--- config.mk ---
export PLATFORM = sky130hd
export DESIGN_NAME = axi4_master_read_data_rx
export DESIGN_NICKNAME = d
export VERILOG_FILES = /design/src/rtl/axi4_master_read_data_rx.sv
export SDC_FILE = /design/constraint.sdc
export NUM_CORES = 1
export LEC_CHECK = 0
export ABC_AREA = 1
export CORE_UTILIZATION = 50
export DETAILED_ROUTE_END_ITERATION = 12
export PLACE_DENSITY_LB_ADDON = 0.2
export REMOVE_ABC_BUFFERS = 1
export SETUP_SLACK_MARGIN = 0.1
export SLEW_MARGIN = 20
export SYNTH_ARGS = -nofsm -noshare
export SYNTH_HDL_FRONTEND = slang
export SYNTH_SLANG_ARGS = --single-unit
--- constraint.sdc ---
create_clock -name clk -period 2.55 [get_ports clk]
set_input_delay 0.3825 -clock clk [delete_from_list [all_inputs] [get_ports clk]]
set_output_delay 0.3825 -clock clk [all_outputs]
set_load 0.02 [all_outputs]
--- src/rtl/axi4_master_read_data_rx.sv ---
// ---------------------------------------------------------------------------
// axi4_master_read_data_rx
//
// Master-side AXI4 R-channel receiver. After the master's AR handshake it
// tracks a single outstanding burst, accepts R beats, checks rid/rlast/beat
// count against the issued request, and buffers beats in a small
// first-word-fall-through FIFO that feeds the user-side consumer.
//
// Optional feature macro: RD_RESP_ACCUM_EN
//   defined   -> burst_resp holds the worst rresp accepted in the burst
//   undefined -> burst_resp is tied to 2'b00
//
// Ports:
//   clk, rst                 clock (rising edge), async active-low reset
//   ar_fire, ar_id, ar_len   issued read request (AR handshake this cycle)
//   rvalid..rlast, rready    AXI R channel
//   out_valid..out_last      user-side FIFO head, popped by out_ready
//   busy, done, beat_cnt     burst status
//   burst_resp               accumulated burst response
//   err_rid/early/missing    sticky protocol error flags, cleared by err_clr
// ---------------------------------------------------------------------------
module axi4_master_read_data_rx #(
    parameter int DATA_WIDTH = 32,
    parameter int ID_WIDTH   = 4,
    parameter int FIFO_DEPTH = 4
) (
    input  logic                  clk,
    input  logic                  rst,
    input  logic                  ar_fire,
    input  logic [ID_WIDTH-1:0]   ar_id,
    input  logic [7:0]            ar_len,
    input  logic                  rvalid,
    input  logic [DATA_WIDTH-1:0] rdata,
    input  logic [ID_WIDTH-1:0]   rid,
    input  logic [1:0]            rresp,
    input  logic                  rlast,
    output logic                  rready,
    output logic                  out_valid,
    output logic [DATA_WIDTH-1:0] out_data,
    output logic [1:0]            out_resp,
    output logic                  out_last,
    input  logic                  out_ready,
    output logic                  busy,
    output logic                  done,
    output logic [8:0]            beat_cnt,
    output logic [1:0]            burst_resp,
    output logic                  err_rid,
    output logic                  err_early,
    output logic                  err_missing,
    input  logic                  err_clr
);

    localparam int AW = $clog2(FIFO_DEPTH);
    localparam int CW = AW + 1;
    localparam int EW = DATA_WIDTH + 3;
    localparam logic [CW-1:0] DEPTH_C = CW'(FIFO_DEPTH);

    localparam logic [1:0] S_IDLE = 2'd0;
    localparam logic [1:0] S_RECV = 2'd1;
    localparam logic [1:0] S_DONE = 2'd2;

    logic [1:0]          state_q, state_d;
    logic [ID_WIDTH-1:0] id_q, id_d;
    logic [8:0]          remaining_q, remaining_d;
    logic [8:0]          beat_cnt_q, beat_cnt_d;
    logic                err_rid_q, err_rid_d;
    logic                err_early_q, err_early_d;
    logic                err_missing_q, err_missing_d;

    logic [EW-1:0]       mem_q [FIFO_DEPTH];
    logic [AW-1:0]       wr_ptr_q, rd_ptr_q;
    logic [CW-1:0]       count_q;

    logic                accept;
    logic                pop;
    logic                term;
    logic                fifo_full;
    logic [EW-1:0]       head;

    // rready comes only from the registered count, so a pop in the same
    // cycle never opens a slot early.
    assign fifo_full = (count_q == DEPTH_C);
    assign rready    = (state_q == S_RECV) && !fifo_full;
    assign accept    = rvalid && rready;
    assign out_valid = (count_q != '0);
    assign pop       = out_valid && out_ready;
    assign term      = rlast || (remaining_q == 9'd1);

    assign head      = mem_q[rd_ptr_q];
    assign out_data  = out_valid ? head[EW-1:3] : '0;
    assign out_resp  = out_valid ? head[2:1]    : 2'b00;
    assign out_last  = out_valid ? head[0]      : 1'b0;

    assign busy        = (state_q != S_IDLE);
    assign done        = (state_q == S_DONE);
    assign beat_cnt    = beat_cnt_q;
    assign err_rid     = err_rid_q;
    assign err_early   = err_early_q;
    assign err_missing = err_missing_q;

    // Burst control: request latch, beat bookkeeping and error checks.
    always_comb begin
        state_d       = state_q;
        id_d          = id_q;
        remaining_d   = remaining_q;
        beat_cnt_d    = beat_cnt_q;
        err_rid_d     = err_rid_q;
        err_early_d   = err_early_q;
        err_missing_d = err_missing_q;

        case (state_q)
            S_IDLE: begin
                if (ar_fire) begin
                    id_d        = ar_id;
                    remaining_d = {1'b0, ar_len} + 9'd1;
                    beat_cnt_d  = '0;
                    state_d     = S_RECV;
                end
            end
            S_RECV: begin
                if (accept) begin
                    beat_cnt_d  = beat_cnt_q + 9'd1;
                    remaining_d = remaining_q - 9'd1;
                    if (rid != id_q)
                        err_rid_d = 1'b1;
                    if (rlast && (remaining_q > 9'd1))
                        err_early_d = 1'b1;
                    if (!rlast && (remaining_q == 9'd1))
                        err_missing_d = 1'b1;
                    if (term)
                        state_d = S_DONE;
                end
            end
            S_DONE:  state_d = S_IDLE;
            default: state_d = S_IDLE;
        endcase

        // A clear wins over any flag being set in the same cycle.
        if (err_clr) begin
            err_rid_d     = 1'b0;
            err_early_d   = 1'b0;
            err_missing_d = 1'b0;
        end
    end

    always_ff @(posedge clk or negedge rst) begin
        if (!rst) begin
            state_q       <= S_IDLE;
            id_q          <= '0;
            remaining_q   <= '0;
            beat_cnt_q    <= '0;
            err_rid_q     <= 1'b0;
            err_early_q   <= 1'b0;
            err_missing_q <= 1'b0;
        end else begin
            state_q       <= state_d;
            id_q          <= id_d;
            remaining_q   <= remaining_d;
            beat_cnt_q    <= beat_cnt_d;
            err_rid_q     <= err_rid_d;
            err_early_q   <= err_early_d;
            err_missing_q <= err_missing_d;
        end
    end

    // Receive FIFO. Pushes are gated by rready so overflow cannot occur;
    // the stored last bit is the burst terminator, not the raw rlast.
    always_ff @(posedge clk or negedge rst) begin
        if (!rst) begin
            wr_ptr_q <= '0;
            rd_ptr_q <= '0;
            count_q  <= '0;
            for (int i = 0; i < FIFO_DEPTH; i++)
                mem_q[i] <= '0;
        end else begin
            if (accept) begin
                mem_q[wr_ptr_q] <= {rdata, rresp, term};
                wr_ptr_q        <= wr_ptr_q + 1'b1;
            end
            if (pop)
                rd_ptr_q <= rd_ptr_q + 1'b1;
            if (accept && !pop)
                count_q <= count_q + 1'b1;
            else if (!accept && pop)
                count_q <= count_q - 1'b1;
        end
    end

`ifdef RD_RESP_ACCUM_EN
    logic [1:0] burst_resp_q;

    // Response codes are ordered so that a larger value is a worse response.
    always_ff @(posedge clk or negedge rst) begin
        if (!rst)
            burst_resp_q <= 2'b00;
        else if ((state_q == S_IDLE) && ar_fire)
            burst_resp_q <= 2'b00;
        else if (accept && (rresp > burst_resp_q))
            burst_resp_q <= rresp;
    end

    assign burst_resp = burst_resp_q;
`else
    assign burst_resp = 2'b00;
`endif

endmodule

==> results of run 1 <==
==> area by class of cell <==
type | count | share of cell area
Sequential cell | 174 | 0.424
Timing Repair Buffer | 130 | 0.125
Clock buffer | 23 | 0.0484
Tap cell | 216 | 0.0263
Inverter | 71 | 0.0264
Clock inverter | 9 | 0.0197
Multi-Input combinational cell | 732 | 0.330
==> final timing paths <==
| path | depth (start not counted) | to | slack [ps] | startpoint |
|---|---|---|---|---|
| min reg2reg | 2 | mem_q[21]$_DFFE_PN0P_ | 480 | mem_q[21]$_DFFE_PN0P_ |
| max | 6 | out_last | 230 | rd_ptr_q[0]$_DFFE_PN0P_ |
| min in group clk | 2 | mem_q[21]$_DFFE_PN0P_ | 480 | mem_q[21]$_DFFE_PN0P_ |
| max reg2reg | 11 | count_q[2]$_DFFE_PN0P_ | 460 | state_q[1]$_DFFE_PN0P_ |
| max in group asynchronous | 3 | beat_cnt[1]$_DFFE_PN0P_ | 1330 | rst |
| min | 2 | mem_q[78]$_DFFE_PN0P_ | 460 | rst |
==> where the power goes <==
part,switching [mW],internal [mW],total [mW]
combinational,3.74,2.30,6.04
clock,1.07,1.97,3.04
sequential,0.691,3.94,4.63
total,5.49,8.22,13.7
==> state kept, by name (all words and copies together), names as in the netlist <==
signal       count
err_missing      1
err_early        1
wr_ptr_q         2
state_q          2
err_rid          1
count_q          3
id_q             4
remaining_q      9
beat_cnt         9
mem_q          140
rd_ptr_q         2
==> kinds of logic (layout without fill, tap and decap cells) <==
logic type                 count (synthesis)  count (layout)
AOI/OAI and AO/OA                        280             280
xor gates and xnor gates                   8               8
adders and majority gates                 10              10
buffers and inverters                    131             233
DFF                                      174             174
muxes                                      1               1
other                                      1               2
and+or+nand+nor                          431             431
==> cell usage in the layout, fill, tap and decap left out, types with 3 or more instances in the layout <==
| cell type | Yosys | final |
|---|---|---|
| nand4_1 | 5 | 5 |
| dfrtp_1 | 174 | 173 |
| xnor2_1 | 3 | 3 |
| buf_6 | 6 | 3 |
| bufinv_16 | 0 | 6 |
| nand2_2 | 4 | 4 |
| buf_4 | 3 | 14 |
| inv_1 | 66 | 66 |
| o21ai_1 | 25 | 25 |
| o21ai_2 | 12 | 12 |
| dlygate4sd2_1 | 0 | 35 |
| clkbuf_8 | 0 | 5 |
| ha_1 | 9 | 9 |
| nand2_1 | 215 | 215 |
| nor2_1 | 173 | 173 |
| o21ai_0 | 194 | 194 |
| clkdlybuf4s50_1 | 0 | 71 |
| buf_12 | 0 | 6 |
| clkbuf_16 | 0 | 17 |
| xor2_1 | 5 | 5 |
| nand3_1 | 25 | 25 |
| a21oi_1 | 47 | 47 |
==> per-layer routing <==
| metal | up-vias | routed length, µm | share of wire |
|---|---|---|---|
| li1 | 3528 | - | - |
| met3 | 28 | 972 | 0.051 |
| met4 | 0 | 307 | 0.016 |
| met5 | - | 0 | 0 |
| met1 | 3358 | 8750 | 0.46 |
| met2 | 194 | 9180 | 0.48 |
==> worst max-delay path: stages (launching register included) <==
cell	delay, ps
dfrtp_2	410
buf_4	250
nor2_1	70
nor2_1	80
o21ai_0	80
a21oi_1	260
dlygate4sd2_1	370
==> timing repair <==
action,CTS,global route
endpoints found under the hold margin,48,0
gates resized for setup,37,0
setup buffers,0,0
setup endpoints to repair,35,0
hold buffers,1,0
==> results.py, run 1 <==
metrics = {
    "critical_path": {
        "critPathRequiredTime_ps": 2170,
        "critPathCaptureType": "output port",
        "worst-setup-path-type": "reg -> out",
        "cp.arrival_ps": 1940,
        "worst-path-max-fanout": 18,
        "start_kind": "register",
    },
    "sta": {
        "fin_crit_ps": 2320,
        "rsz0062_at_grt": "false",
        "setup_viol": 0,
        "drv_slew": 0,
        "holdWs_ps": 459,
        "hold_viol": 0,
        "finalCritPeriodShare": 0.912,
        "setup_tns_ps": 0,
        "timing.final.ws_setup_ps": 225,
        "timing.fmax_ghz": 0.430,
        "skew_ps": 9.40,
    },
    "global_routing": {
        "gr-total-overflow": 0,
        "use_met1": 0.322,
        "use_met3": 0.0517,
        "grt_pass1_wl_um": 32800,
        "antenna_found_initial": 0,
        "grt_usage": 0.247,
        "busiest_layer": "met2",
        "gr-usage-met2": 0.411,
        "grt_pass1_vias": 6831,
        "grt_max_degree": 71,
    },
    "synth": {
        "yosysWarnings": 0,
        "synth_area_leaders": "dfrtp_1, o21ai_0, nand2_1",
        "synth_top_family_by_area": "simple AND/OR/NAND/NOR gates",
        "synthAdderAreaFrac": 0.0159,
        "syn_area_per_cell_um2": 8.03,
        "synthMuxAreaShare": 0.00135,
        "yosysMostFrequentCell": "nand2_1",
        "synth_xor_xnor_area_share": 0.00842,
        "synth_top_cell_area_share": 0.524,
        "synth_cell_types": 34,
        "synth_seq_cells": 174,
        "yosys.area_share.simple": 0.207,
        "async_reset_ff_frac": 1.00,
        "netlist_instances": 1036,
        "yosys-top-cells-count": "nand2_1, o21ai_0, dfrtp_1",
        "synth_compound_area_frac": 0.174,
        "synth_edf_count": 0,
        "synth_area_mm2": 0.00832,
        "synthFlopType": "dfrtp_1",
        "yosysSeqAreaShare": 0.524,
        "yosys.area.top_type": "dfrtp_1",
    },
    "route": {
        "viasPerCell": 5.25,
        "antenna_left": 0,
        "drt-initial-drc-count": 416,
        "first_pass_iters": 6,
        "drt-wirelength-per-cell_um": 14.2,
        "drc_errors": 0,
        "wl_um": 19200,
        "vias": 7108,
    },
    "finish": {
        "area_growth_pct": 23.6,
        "seqCellArea_mm2": 0.00436,
        "fin_util": 0.640,
        "multi_input_area_mm2": 0.00340,
        "drive_gt1_frac": 0.0720,
        "final_cell_area_mm2": 0.0103,
        "nFillCells": 1352,
        "diodes": 0,
        "nNetsFinal": 1193,
        "fin_cells": 1355,
    },
    "clock_tree": {
        "root_buffer": "clkbuf_16",
        "clock_latency_ps": 430,
        "cts_tree": "done",
        "ctsHtreeMaxLevel": 4,
        "path_clk_slew_ps": 60,
        "cts_made_buffers": 17,
        "clock_tree.buffer_depth": 2,
        "cts.sinks": 174,
    },
    "floorplan": {
        "core-area_mm2": 0.0161,
        "die_w_um": 131,
        "die_area_mm2": 0.0172,
        "fp.dieH_um": 131,
        "num_io_pins": 110,
        "start_util": 0.518,
        "rows": 46,
    },
    "placed_design": {
        "dp_slack_ps": 349,
        "gp_congestion": 0.787,
        "dp_hpwl_um": 12000,
        "io_buffers": 107,
        "placed_cell_area_mm2": 0.00961,
        "dp_cells": 1322,
    },
    "job": {
        "maxCapViolCount": 0,
    },
    "power": {
        "p_leak_nw": 4.96,
        "p_total_mw": 13.7,
        "p_per_area_mw_per_mm2": 1330,
        "ir_drop_mv": 0.766,
    },
    "hold_path": {
        "min_path_type": "in -> async",
    },
    "run_status": {
        "status": "complete, no violations",
    },
}
No activity file was read; power rests on OpenSTA's default activity.
==> run 2, diff against run 1 <==
--- a/config.mk
+++ b/config.mk
@@ -11,7 +11,7 @@
 export PLACE_DENSITY_LB_ADDON = 0.2
 export REMOVE_ABC_BUFFERS = 1
 export SETUP_SLACK_MARGIN = 0.1
-export SLEW_MARGIN = 20
+export SLEW_MARGIN = 25
 export SYNTH_ARGS = -nofsm -noshare
 export SYNTH_HDL_FRONTEND = slang
 export SYNTH_SLANG_ARGS = --single-unit
==> results of run 2 <==
Same layout as run 1: the final DEF is identical, and so are final timing and power.
==> run 3, diff against run 2 <==
--- a/config.mk
+++ b/config.mk
@@ -8,6 +8,7 @@
 export ABC_AREA = 1
 export CORE_UTILIZATION = 50
 export DETAILED_ROUTE_END_ITERATION = 12
+export HOLD_SLACK_MARGIN = 0.03
 export PLACE_DENSITY_LB_ADDON = 0.2
 export REMOVE_ABC_BUFFERS = 1
 export SETUP_SLACK_MARGIN = 0.1
==> results of run 3 <==
Same layout as run 1: the final DEF is identical, and so are final timing and power.
